[src/rtl/rr_arb_pkg.sv]
// Shared types and constants for the 16-way round-robin arbiter.
// Imported by the priority encoder and the arbiter top level.
package rr_arb_pkg;

    localparam int NREQ  = 16;
    localparam int IDX_W = 4;

    typedef enum logic {
        IDLE,
        GRANT
    } state_t;

    localparam logic [IDX_W-1:0] IDLE_IDX = 4'd0;

    // One-hot vector with only bit idx set.
    function automatic logic [NREQ-1:0] onehot(
        input logic [IDX_W-1:0] idx
    );
        return NREQ'(1) << idx;
    endfunction

endpackage

[src/rtl/prio_enc_16.sv]
// MSB-first 16-to-4 priority encoder.
// valid_o is high when any input bit is set; idx_o is 0 otherwise.
module prio_enc_16
    import rr_arb_pkg::*;
(
    input  logic [NREQ-1:0]  vec_i,
    output logic [IDX_W-1:0] idx_o,
    output logic             valid_o
);

    // Ascending scan: the last hit, i.e. the highest set bit, wins.
    always_comb begin
        idx_o   = IDLE_IDX;
        valid_o = |vec_i;
        for (int i = 0; i < NREQ; i++) begin
            if (vec_i[i]) begin
                idx_o = IDX_W'(i);
            end
        end
    end

endmodule

[src/rtl/rr_arbiter_16.sv]
// Round-robin arbiter for 16 requesters with a bounded hold time.
// Grants rotate in descending index order, wrapping 0 -> 15.
module rr_arbiter_16
    import rr_arb_pkg::*;
#(
    parameter  int unsigned MAX_HOLD = 8,
    localparam int unsigned CNT_W    = $clog2(MAX_HOLD + 1)
) (
    input  logic             clk,
    input  logic             rst,
    input  logic             en,
    input  logic [NREQ-1:0]  req,
    output logic [NREQ-1:0]  gnt,
    output logic [IDX_W-1:0] gnt_idx,
    output logic             gnt_valid,
    output logic [CNT_W-1:0] hold_cnt
);

    state_t           state_q, state_d;
    logic [NREQ-1:0]  gnt_q, gnt_d;
    logic [IDX_W-1:0] idx_q, idx_d;
    logic [IDX_W-1:0] last_q, last_d;
    logic [CNT_W-1:0] cnt_q, cnt_d;

    logic [NREQ-1:0]  req_eff;
    logic [NREQ-1:0]  mask;
    logic [NREQ-1:0]  masked;
    logic [IDX_W-1:0] m_idx, u_idx, winner;
    logic             m_valid, u_valid;
    logic             others;
    logic             owner_req;
    logic             at_max;

    // While granted, the owner is excluded so a forced release
    // can never hand the grant straight back to it.
    assign req_eff   = (state_q == GRANT) ? (req & ~gnt_q) : req;
    assign mask      = (NREQ'(1) << last_q) - NREQ'(1);
    assign masked    = req_eff & mask;
    assign others    = |(req & ~gnt_q);
    assign owner_req = req[idx_q];
    assign at_max    = (cnt_q == CNT_W'(MAX_HOLD));

    prio_enc_16 u_enc_masked (
        .vec_i   (masked),
        .idx_o   (m_idx),
        .valid_o (m_valid)
    );

    prio_enc_16 u_enc_plain (
        .vec_i   (req_eff),
        .idx_o   (u_idx),
        .valid_o (u_valid)
    );

    // Below last owner first; otherwise wrap to the top.
    assign winner = m_valid ? m_idx : u_idx;

    // Next-state: grant, handover, forced release or hold.
    always_comb begin
        state_d = state_q;
        gnt_d   = gnt_q;
        idx_d   = idx_q;
        last_d  = last_q;
        cnt_d   = cnt_q;
        unique case (state_q)
            IDLE: begin
                if (en && u_valid) begin
                    state_d = GRANT;
                    gnt_d   = onehot(winner);
                    idx_d   = winner;
                    last_d  = winner;
                    cnt_d   = CNT_W'(1);
                end
            end
            GRANT: begin
                if ((!owner_req || at_max) && en && others) begin
                    gnt_d  = onehot(winner);
                    idx_d  = winner;
                    last_d = winner;
                    cnt_d  = CNT_W'(1);
                end else if (!owner_req) begin
                    state_d = IDLE;
                    gnt_d   = '0;
                    idx_d   = IDLE_IDX;
                    cnt_d   = '0;
                end else if (!at_max) begin
                    cnt_d = cnt_q + CNT_W'(1);
                end
            end
            default: begin
                state_d = IDLE;
                gnt_d   = '0;
                idx_d   = IDLE_IDX;
                cnt_d   = '0;
            end
        endcase
    end

    // State registers with asynchronous clear.
    always_ff @(posedge clk or posedge rst) begin
        if (rst) begin
            state_q <= IDLE;
            gnt_q   <= '0;
            idx_q   <= IDLE_IDX;
            last_q  <= IDLE_IDX;
            cnt_q   <= '0;
        end else begin
            state_q <= state_d;
            gnt_q   <= gnt_d;
            idx_q   <= idx_d;
            last_q  <= last_d;
            cnt_q   <= cnt_d;
        end
    end

    assign gnt       = gnt_q;
    assign gnt_idx   = idx_q;
    assign gnt_valid = (state_q == GRANT);
    assign hold_cnt  = cnt_q;

endmodule

[config.mk]
export PLATFORM = sky130hd
export DESIGN_NAME = rr_arbiter_16
export DESIGN_NICKNAME = d
export VERILOG_FILES = /design/src/rtl/rr_arb_pkg.sv /design/src/rtl/prio_enc_16.sv /design/src/rtl/rr_arbiter_16.sv
export SDC_FILE = /design/constraint.sdc
export NUM_CORES = 1
export LEC_CHECK = 0
export BUFFER_PORTS_ARGS = -buffer_cell sky130_fd_sc_hd__buf_4
export CORE_MARGIN = 4
export CORE_UTILIZATION = 47
export CTS_CLUSTER_SIZE = 16
export DETAILED_ROUTE_END_ITERATION = 10
export GPL_TIMING_DRIVEN = 0
export MAX_ROUTING_LAYER = met4
export PLACE_DENSITY = 0.77
export SYNTH_ARGS = -nofsm -noshare
export SYNTH_HDL_FRONTEND = slang
export SYNTH_HIERARCHICAL = 1
export SYNTH_SLANG_ARGS = --single-unit
[constraint.sdc]
create_clock -name clk -period 4.3 [get_ports clk]
set_input_delay 0.215 -clock clk [delete_from_list [all_inputs] [get_ports clk]]
set_output_delay 0.215 -clock clk [all_outputs]
set_load 0.01 [all_outputs]
==> out/results.tsv, run 1 <==
metric	value	unit
Die Wd	81.4	microns
synth warn	6	
DIE HEIGHT	81.4	microns
Boundary Pins	44	
Final ANT Viol Nets	0	
Synth top area share	0.287	
RSZ-0062 raised after global routing	no	
Root Buffer	clkbuf_8	
CTS tree	done	
Post-synth EDFFs	0	
FMAX	272	MHz
Final Max Tran Viols	0	
Tot GR Track Use	0.238	
min setup slack post-route	0.629	ns
syn avg cell area	9.07	sq um
insertion delay to the later sink of the worst-skew pair	0.28	ns
top post-synthesis cells by area	dfrtp_1, o41ai_2, a21boi_0	
asr flop ratio synth	1.00	
vias per cell	6.24	
CP required	4.46	ns
worst slack, placed	0.675	ns
Seq/Total Area, Yosys	0.287	
Max Cap Viol	0	
routed wl met3	571	microns
total routed wirelength	7300	microns
Placed Instances	394	
Yosys top cell by area	dfrtp_1	
vias in the first global route	2339	
endpoints failing setup	0	
DP Area	0.00295	sq mm
Nets	353	
FF-to-FF setup slack	0.63	ns
Tmin final	3.67	ns
register area	726	sq um
WL met2	3230	microns
capturing point of the worst reg2reg path	gnt[6]	
core footprint	0.00517	sq mm
PortBufs	43	
worst r2r src	last_q[1]	
design area	0.00304	sq mm
GP Congestion	0.954	
Arr. time, crit path	3.83	ns
worst hold slack	0.226	ns
crit-path max FO	10	
Wirelength per Cell	18.2	microns
initial antenna violation count	0	
area grow syn2layout	20.1	%
Final period util	0.854	
min-delay worst type	in2async	
post-detail-place hpwl	5750	microns
fillers	445	
Starting Density	0.489	
share of cells above drive strength 1	0.278	
largest net degree at the start of global routing	30	
initial detailed-routing violation count	259	
CTS resizes	0	
# Post-CTS Setup Buffers	0	
# diodes	0	
Worst slew margin	0.249	
clk buf depth	2	
CTS Buf Count	5	
global route total overflow	0	
Synth Instances	279	
multi-input logic area	0.00168	sq mm
VDD IR-drop max	0.493	mV
Mapped Area	0.00253	sq mm
drt pass-1 iters	5	
Worst-path clk slew	0.06	ns
pwr dens	607	mW/mm^2
# rows	26	
setup total negative slack	0	ns
Most used DFF post-synth	dfrtp_1	
clk sink count	29	
maximum level of the CTS H-tree	2	
worst-margin pin slew	1.12	ns
Setup Crit Path Kind	reg2reg	
Lkg Pwr	1.32	nW
status	finished, final reports clean	
Die ar.	0.00662	sq mm
Metal-1 WL	3390	microns
Synth cell types	56	
type of destination of the critical path	flop	
reg2reg path depth	14	
startpoint types	flop	
Hold Vio Cnt, Final	0	
Finished Layout Cells	401	
highest metal used	met4	
vias	2501	
synthesized flop and latch total	29	
Post-route DRC	0	
first-pass GRT wire length	11700	microns
CTS Hold Buffers Added	0	
Max Clock Skew	0.00436	ns
## metal layers
layer  up-vias  global-route usage
li1       1157                   -
met1      1204               0.340
met2       123               0.338
met3        17              0.0488
met4         0              0.0676
met5         -                   -
## layout by cell type, fill, tap and decap left out, drive strengths merged, types with 3 or more instances in the layout
cell,Yosys,final
mux2,9,9
conb,1,3
a221oi,4,4
a21oi,5,5
a22o,5,5
inv,13,13
o21ai,24,24
nor3,3,3
nand2b,8,8
buf,5,48
o41ai,16,16
nor2b,19,19
ha,3,3
a31oi,4,4
or2,7,7
and2,4,4
clkbuf,7,13
nand2,11,11
a2111oi,4,4
nor4,4,4
dfrtp,29,29
a22oi,3,3
nand3b,3,3
o31ai,4,4
a21o,3,3
mux2i,8,8
a21boi,19,19
nand3,9,9
nor2,25,25
## worst max-delay path, cell delays in order, from the launching register on
cell      delay, ns
dfrtp_1        0.38
clkbuf_1       0.21
nand3b_1       0.21
ha_1           0.28
or2_2          0.31
o21ai_0        0.15
a22o_1         0.14
nand2_1        0.06
a21boi_0       0.27
nor2_1         0.12
nand3_1        0.10
or2_1          0.19
mux2_2         0.44
or2_2          0.38
o41ai_1        0.30
## power by group
part	internal (mW)	leakage (nW)	total [mW]	switching, mW
registers	0.346	0.373	0.442	0.0956
logic	0.483	0.901	1.17	0.690
clock network	0.126	0.0433	0.229	0.103
## synthesized netlist by cell type, types with 3 or more instances
cell type  count
a21o_1         3
o41ai_1        5
or2_1          4
buf_6          3
clkbuf_1       7
nor2b_1       19
nor2_1        24
ha_1           3
o41ai_2       11
nand3b_1       3
nand3_1        9
inv_1         13
mux2_2         9
nand2_1       11
o21ai_0       23
a31oi_1        3
a22o_1         4
a2111oi_0      4
o31ai_1        4
or2_2          3
dfrtp_1       29
a21boi_0      19
a21oi_1        5
mux2i_1        6
nand2b_1       8
and2_1         4
## worst max path at each step
stage	end	slack (ns)	from	cells after the start
CTS	gnt[6]	0.65	last_q[1]	14
global placement	gnt[4]	0.70	last_q[1]	14
global route	gnt[6]	0.24	last_q[0]	14
detailed placement	gnt[4]	0.67	last_q[1]	14
finish	gnt[6]	0.63	last_q[1]	14
floorplan	gnt[0]	1.08	last_q[1]	14
## cells by family (layout without fill, tap and decap cells)
logic type               Yosys count  after routing  share of synthesized area
adder cells (fa/ha/maj)            3              3                     0.0148
AO/OA/AOI/OAI                     97             97                      0.325
other                              1              3                    0.00148
XOR/XNOR                           1              1                    0.00346
multiplexers                      17             17                     0.0746
AND/OR/NAND/NOR                  106            106                      0.240
flip-flops                        29             29                      0.287
buffers and inverters             25             75                     0.0539
## state kept, by name (all words and copies together), names as in the netlist
signal,cells
gnt,16
hold_cnt,4
gnt_valid,1
last_q,4
gnt_idx,4
## layout make-up
class / instances / area share
buffer: 12 / 0.0288
clock buffer: 6 / 0.0272
clock inverter: 1 / 0.00247
inverter: 13 / 0.0161
multi-input combinational: 227 / 0.552
sequential: 29 / 0.239
tap: 70 / 0.0288
timing repair buffer: 43 / 0.106
## through the flow
stage | utilization | power (mW)
6_report | 0.588 | 1.84
4_1_cts | 0.588 | 1.83
5_1_grt | 0.588 | 1.96
3_3_place_gp | 0.570 | 1.57
2_1_floorplan | - | 1.27
3_5_place_dp | 0.570 | 1.59
Power figures use the tool's default switching activity.
==> inputs of run 2 (changes only) <==
--- a/config.mk
+++ b/config.mk
@@ -15,5 +15,4 @@
 export PLACE_DENSITY = 0.77
 export SYNTH_ARGS = -nofsm -noshare
 export SYNTH_HDL_FRONTEND = slang
-export SYNTH_HIERARCHICAL = 1
 export SYNTH_SLANG_ARGS = --single-unit
==> run 2 against run 1 <==
Net effect: via count increased by 3.9%; sequential share of layout area decreased by 0.30 points; combinational power increased by 20%; non-clock buffer count increased by 5; global-route usage increased by 2.8 points; largest cell class unchanged; critical path depth decreased by 2; power increased by 19%; clock skew increased by 0.0049 ns; wire length increased by 9.2%; fmax increased by 11%; critical endpoint is now gnt[15]; highest routed layer unchanged; sequential power increased by 12%.
==> out/results.tsv, run 2 <==
metric	value	unit	change
Max Clock Skew	0.00925	ns	was 0.00436 ns
Root Buffer	clkbuf_8		unchanged
first-pass GRT wire length	12900	microns	was 11,700 microns
DP Area	0.00296	sq mm	was 0.00295 sq mm
Yosys top cell by area	dfrtp_1		unchanged
CP required	4.52	ns	was 4.46 ns
RSZ-0062 raised after global routing	no		unchanged
# Post-CTS Setup Buffers	0		unchanged
post-detail-place hpwl	6060	microns	was 5750 microns
Largest register FFs	16		unchanged
vias in the first global route	2542		was 2,339
worst hold slack	0.216	ns	was 0.226 ns
startpoint types	flop		unchanged
GP Congestion	1.03		was 0.954
Synth cell types	68		was 56
asr flop ratio synth	1.00		unchanged
maximum level of the CTS H-tree	2		unchanged
CTS tree	done		unchanged
FF-to-FF setup slack	0.99	ns	was 0.63 ns
VDD IR-drop max	0.429	mV	was 0.493 mV
vias per cell	6.51		was 6.24
most frequent cells in the layout	buf_4, dfrtp_1, nand2_1, nor2_1, inv_1		was buf_4, dfrtp_1, nor2_1, o21ai_0
Worst slew margin	0.246		was 0.249
Tmin final	3.31	ns	was 3.67 ns
crit-path max FO	10		unchanged
Final Max Tran Viols	0		unchanged
# diodes	0		unchanged
Finished Layout Cells	399		was 401
Seq/Total Area, Yosys	0.285		was 0.287
Final ANT Viol Nets	0		unchanged
initial antenna violation count	0		unchanged
largest net degree at the start of global routing	30		unchanged
vias	2599		was 2,501
DIE HEIGHT	81.6	microns	was 81.4 microns
Synth top area share	0.285		was 0.287
status	finished, final reports clean		unchanged
insertion delay to the later sink of the worst-skew pair	0.30	ns	was 0.28 ns
top post-synthesis cells by area	dfrtp_1, a32o_1, mux4_2		was dfrtp_1, o41ai_2, a21boi_0
Max Cap Viol	0		unchanged
synthesized flop and latch total	29		unchanged
worst-margin pin slew	1.13	ns	was 1.12 ns
share of cells above drive strength 1	0.307		was 0.278
Layout Utilization	0.595		was 0.588
Arr. time, crit path	3.53	ns	was 3.83 ns
min setup slack post-route	0.995	ns	was 0.629 ns
endpoints failing setup	0		unchanged
syn nets	300		
CTS resizes	0		unchanged
type of destination of the critical path	flop		unchanged
clk sink count	29		unchanged
Hold Vio Cnt, Final	0		unchanged
Setup Crit Path Kind	reg2reg		unchanged
syn avg cell area	9.16	sq um	was 9.07 sq um
Die ar.	0.00666	sq mm	was 0.00662 sq mm
Die Wd	81.6	microns	was 81.4 microns
pwr dens	714	mW/mm^2	was 607 mW/mm^2
Tot GR Track Use	0.266		was 0.238
core footprint	0.00517	sq mm	unchanged
Starting Density	0.493		was 0.489
FMAX	303	MHz	was 272 MHz
drt pass-1 iters	5		unchanged
design area	0.00308	sq mm	was 0.00304 sq mm
Synth Instances	278		was 279
Commonest cells post-synth	dfrtp_1, nand2_1, nor2_1, inv_1, a32o_1		was dfrtp_1, nor2_1, o21ai_0, a21boi_0, nor2b_1
count leader, synth	dfrtp_1		unchanged
total routed wirelength	7980	microns	was 7300 microns
clk buf depth	2		unchanged
PortBufs	43		unchanged
Lkg Pwr	1.35	nW	was 1.32 nW
Post-synth EDFFs	0		unchanged
Placed Instances	391		was 394
area grow syn2layout	20.8	%	was 20.1%
Mapped Area	0.00255	sq mm	was 0.00253 sq mm
Tot Pwr	2.20	mW	was 1.84 mW
worst slack, placed	1.09	ns	was 0.675 ns
global route total overflow	0		unchanged
Wirelength per Cell	20.0	microns	was 18.2 microns
CTS Hold Buffers Added	0		unchanged
Boundary Pins	44		unchanged
# rows	26		unchanged
synth warn	0		was 6
Worst-path clk slew	0.07	ns	was 0.06 ns
Final period util	0.769		was 0.854
setup total negative slack	0	ns	unchanged
min-delay worst type	in2async		unchanged
initial detailed-routing violation count	325		was 259
Nets	350		was 353
Most used DFF post-synth	dfrtp_1		unchanged
commonest non-fill, non-tap cell in the layout	buf_4		unchanged
Post-route DRC	0		unchanged
CTS Buf Count	5		unchanged
[run 2: worst paths after layout]
path                            startpoint    endpoint  cells after the start
max in group asynchronous              rst  gnt_idx[2]                      2
worst min-delay path                   rst      gnt[8]                      2
worst max-delay path             last_q[1]     gnt[15]                     12
worst max register to register   last_q[1]     gnt[15]                     12
worst min register to register      gnt[2]      gnt[2]                      1
min in group clk                        en   last_q[2]                      5
[run 2: logic make-up after synthesis]
| logic type | count (synthesis) | synth area share |
|---|---|---|
| and+or+nand+nor | 91 | 0.212 |
| xor gates and xnor gates | 2 | 0.00688 |
| adders and majority gates | 3 | 0.0147 |
| AOI/OAI and AO/OA | 112 | 0.363 |
| DFF | 29 | 0.285 |
| buffers and inverters | 34 | 0.0707 |
| muxes | 7 | 0.0476 |
[run 2: final cells by class]
cell class                 instances  area (sq um)
fill                             453          2090
multi-input combinational        215          1640
sequential                        29           726
timing repair buffer              43           323
buffer                            17           116
tap                               70          87.6
clock buffer                       6          82.6
inverter                          17          63.8
clock inverter                     2          37.5
[run 2: routing by layer]
metal  up-vias  GRT usage  routed length [microns]
met5         -          -                        0
met4         0      0.128                      348
met3        37     0.0482                      762
met2       152      0.410                     3590
met1      1234      0.338                     3280
li1       1176          -                        -
[run 2: power by group]
part	switching, mW	total (mW)	internal [mW]
Sequential	0.128	0.493	0.365
Combinational	0.817	1.40	0.586
Clock	0.115	0.303	0.188
[run 2: critical path: stages (launching register included)]
cell and delay, ns:
dfrtp_1 0.36, buf_2 0.16, buf_2 0.20, nor2_2 0.14
nand2_1 0.10, ha_1 0.20, buf_2 0.16, nor4b_1 0.25
a211oi_1 0.11, o21ai_1 0.35, nor3_1 0.13, a221oi_2 0.78
a32o_1 0.28
==> inputs of run 3 (changes only) <==
--- a/config.mk
+++ b/config.mk
@@ -12,7 +12,7 @@
 export DETAILED_ROUTE_END_ITERATION = 10
 export GPL_TIMING_DRIVEN = 0
 export MAX_ROUTING_LAYER = met4
-export PLACE_DENSITY = 0.77
+export PLACE_DENSITY = 0.79
 export SYNTH_ARGS = -nofsm -noshare
 export SYNTH_HDL_FRONTEND = slang
 export SYNTH_SLANG_ARGS = --single-unit
==> constraint.sdc (replaced) <==
create_clock -name clk -period 2.66 [get_ports clk]
set_input_delay 0.133 -clock clk [delete_from_list [all_inputs] [get_ports clk]]
set_output_delay 0.133 -clock clk [all_outputs]
set_load 0.01 [all_outputs]
==> run 3 against run 2 <==
Net effect: the flow now finishes with violations (setup timing); highest routed layer unchanged; largest power group unchanged; global-route usage up 1.4 points; core utilization is 8.2 points higher; register-to-register slack worse by 1.2 ns; wire length rose by 9.4%; fmax is 16% higher; die area did not move; hold slack got worse by 0.084 ns; clock-buffer cell count stayed put; flip-flop and latch count stayed put; sequential power is 60% higher; final cell count is 5.5% higher; first-iteration DRC count decreased by 13%.
==> out/results.tsv, run 3 (synthesis results as in run 2) <==
metric	value	unit	change
vias per cell	6.68		was 6.51
Worst-path clk slew	0.07	ns	about the same
vias in the first global route	2680		was 2,542
multi-input logic area	0.00188	sq mm	was 0.00164 sq mm
Lkg Pwr	1.54	nW	was 1.35 nW
largest net degree at the start of global routing	30		unchanged
RSZ-0062 raised after global routing	yes		was no
endpoints failing setup	16		was 0
CP required	2.88	ns	was 4.52 ns
min-delay worst type	in2async		unchanged
commonest non-fill, non-tap cell in the layout	buf_4		unchanged
post-detail-place hpwl	6000	microns	was 6060 microns
Tmin final	2.84	ns	was 3.31 ns
Largest register FFs	16		unchanged
initial antenna violation count	0		unchanged
# diodes	0		unchanged
global route total overflow	0		unchanged
Tot GR Track Use	0.280		was 0.266
Starting Density	0.493		unchanged
GP Congestion	1.02		was 1.03
worst-margin pin slew	1.12	ns	was 1.13 ns
Boundary Pins	44		unchanged
min setup slack post-route	-0.184	ns	was 0.995 ns
fillers	408		was 453
FMAX	352	MHz	was 303 MHz
Die Wd	81.6	microns	unchanged
first-pass GRT wire length	13800	microns	was 12,900 microns
initial detailed-routing violation count	284		was 325
core footprint	0.00517	sq mm	unchanged
crit-path max FO	6		was 10
CTS Hold Buffers Added	0		unchanged
Final ANT Viol Nets	0		unchanged
Worst slew margin	0.255		was 0.246
Max Cap Viol	0		unchanged
Setup Crit Path Kind	reg2reg		unchanged
total routed wirelength	8730	microns	was 7980 microns
register area	728	sq um	was 726 sq um
Hold Vio Cnt, Final	0		unchanged
met2 Use GR	0.441		was 0.410
startpoint types	flop		unchanged
VDD IR-drop max	0.842	mV	was 0.429 mV
area grow syn2layout	37.5	%	was 20.8%
Final Max Tran Viols	0		unchanged
PortBufs	43		unchanged
M3 GR Usage	0.0526		was 0.0482
worst slack, placed	-0.434	ns	was 1.09 ns
grt peak-use layer	met2		unchanged
drt pass-1 iters	5		unchanged
Root Buffer	clkbuf_8		unchanged
Die ar.	0.00666	sq mm	unchanged
DP Area	0.00300	sq mm	was 0.00296 sq mm
met1 Track Usage GR	0.349		was 0.338
share of cells above drive strength 1	0.419		was 0.307
clk buf depth	2		unchanged
failing checks	setup timing		
design area	0.00350	sq mm	was 0.00308 sq mm
clk sink count	29		unchanged
maximum level of the CTS H-tree	2		unchanged
most frequent cells in the layout	buf_4, dfrtp_1, nand2_1		was buf_4, dfrtp_1, nand2_1, nor2_1, inv_1
Nets	372		was 350
CTS tree	done		unchanged
reg2reg path depth	12		unchanged
CTS Buf Count	5		unchanged
Wirelength per Cell	20.7	microns	was 20.0 microns
pwr dens	1210	mW/mm^2	was 714 mW/mm^2
DIE HEIGHT	81.6	microns	unchanged
Post-route DRC	0		unchanged
vias	2812		was 2,599
status	complete, but fails checks		was finished, final reports clean
insertion delay to the later sink of the worst-skew pair	0.29	ns	was 0.30 ns
Final period util	1.07		was 0.769
Layout Utilization	0.677		was 0.595
# rows	26		unchanged
worst hold slack	0.132	ns	was 0.216 ns
Arr. time, crit path	3.07	ns	was 3.53 ns
Max Clock Skew	0.00717	ns	was 0.00925 ns
type of destination of the critical path	flop		unchanged
-- run 3: cell count changes in the layout (fill, tap and decap cells not counted), moves of 3 or more --
cell	change
a311oi_1	-3
a311oi_2	+3
buf_2	-6
buf_4	+21
buf_6	+5
nor2_1	-3
nor2_4	+3
-- run 3: worst paths after layout --
path                       slack, ns         end  startpoint
max                            -0.18      gnt[4]   last_q[3]
min                             0.13  gnt_idx[3]         rst
max reg2reg                    -0.18      gnt[4]   last_q[3]
min reg2reg                     0.55     gnt[11]     gnt[11]
max in group asynchronous       1.77   last_q[0]         rst
min in group clk                0.33   last_q[3]          en
-- run 3: repair_timing --
| item | 4_1_cts | 5_1_grt |
|---|---|---|
| buffers inserted | 10 | 13 |
| cloned | 1 | 0 |
| pin swaps | 24 | 20 |
| endpoints found under the setup margin | 21 | 24 |
| resized for setup | 28 | 21 |
-- run 3: per-stage QoR --
| stage | power, mW | instances | setup TNS, ns |
|---|---|---|---|
| floorplan | 2.38 | 278 | -0.0749 |
| global placement | 3.05 | 391 | -5.68 |
| detailed placement | 3.09 | 391 | -6.51 |
| CTS | 3.84 | 409 | -1.75 |
| global route | 4.48 | 421 | -3.74 |
| finish | 4.24 | 421 | -2.05 |
-- run 3: power breakdown --
part / internal [mW] / leakage, nW / switching (mW)
Clock: 0.181 / 0.0450 / 0.176
Sequential: 0.594 / 0.379 / 0.194
Combinational: 1.43 / 1.11 / 1.67
-- run 3: per-layer routing --
| metal | wire length (microns) | vias to the layer above | part of all wire |
|---|---|---|---|
| li1 | - | 1211 | - |
| met1 | 3390 | 1371 | 0.39 |
| met2 | 4130 | 173 | 0.47 |
| met3 | 679 | 57 | 0.078 |
| met4 | 527 | 0 | 0.060 |
| met5 | 0 | - | 0 |
-- run 3: worst max-delay path: stages, from the launching register on --
cell      delay (ns)
dfrtp_1         0.37
buf_6           0.12
nor2_4          0.12
nand3b_1        0.14
ha_4            0.21
buf_6           0.14
xnor2_2         0.13
a32oi_2         0.26
nor2_4          0.09
nor4b_4         0.32
a21boi_4        0.31
nor3b_4         0.33
a32o_1          0.23
-- run 3: final cells by class --
| class | count | area share |
|---|---|---|
| Buffer | 15 | 0.0386 |
| Multi-Input combinational cell | 215 | 0.538 |
| Sequential cell | 29 | 0.208 |
| Clock inverter | 2 | 0.00286 |
| Timing Repair Buffer | 67 | 0.149 |
| Clock buffer | 6 | 0.0207 |
| Inverter | 17 | 0.0182 |
| Tap cell | 70 | 0.0250 |
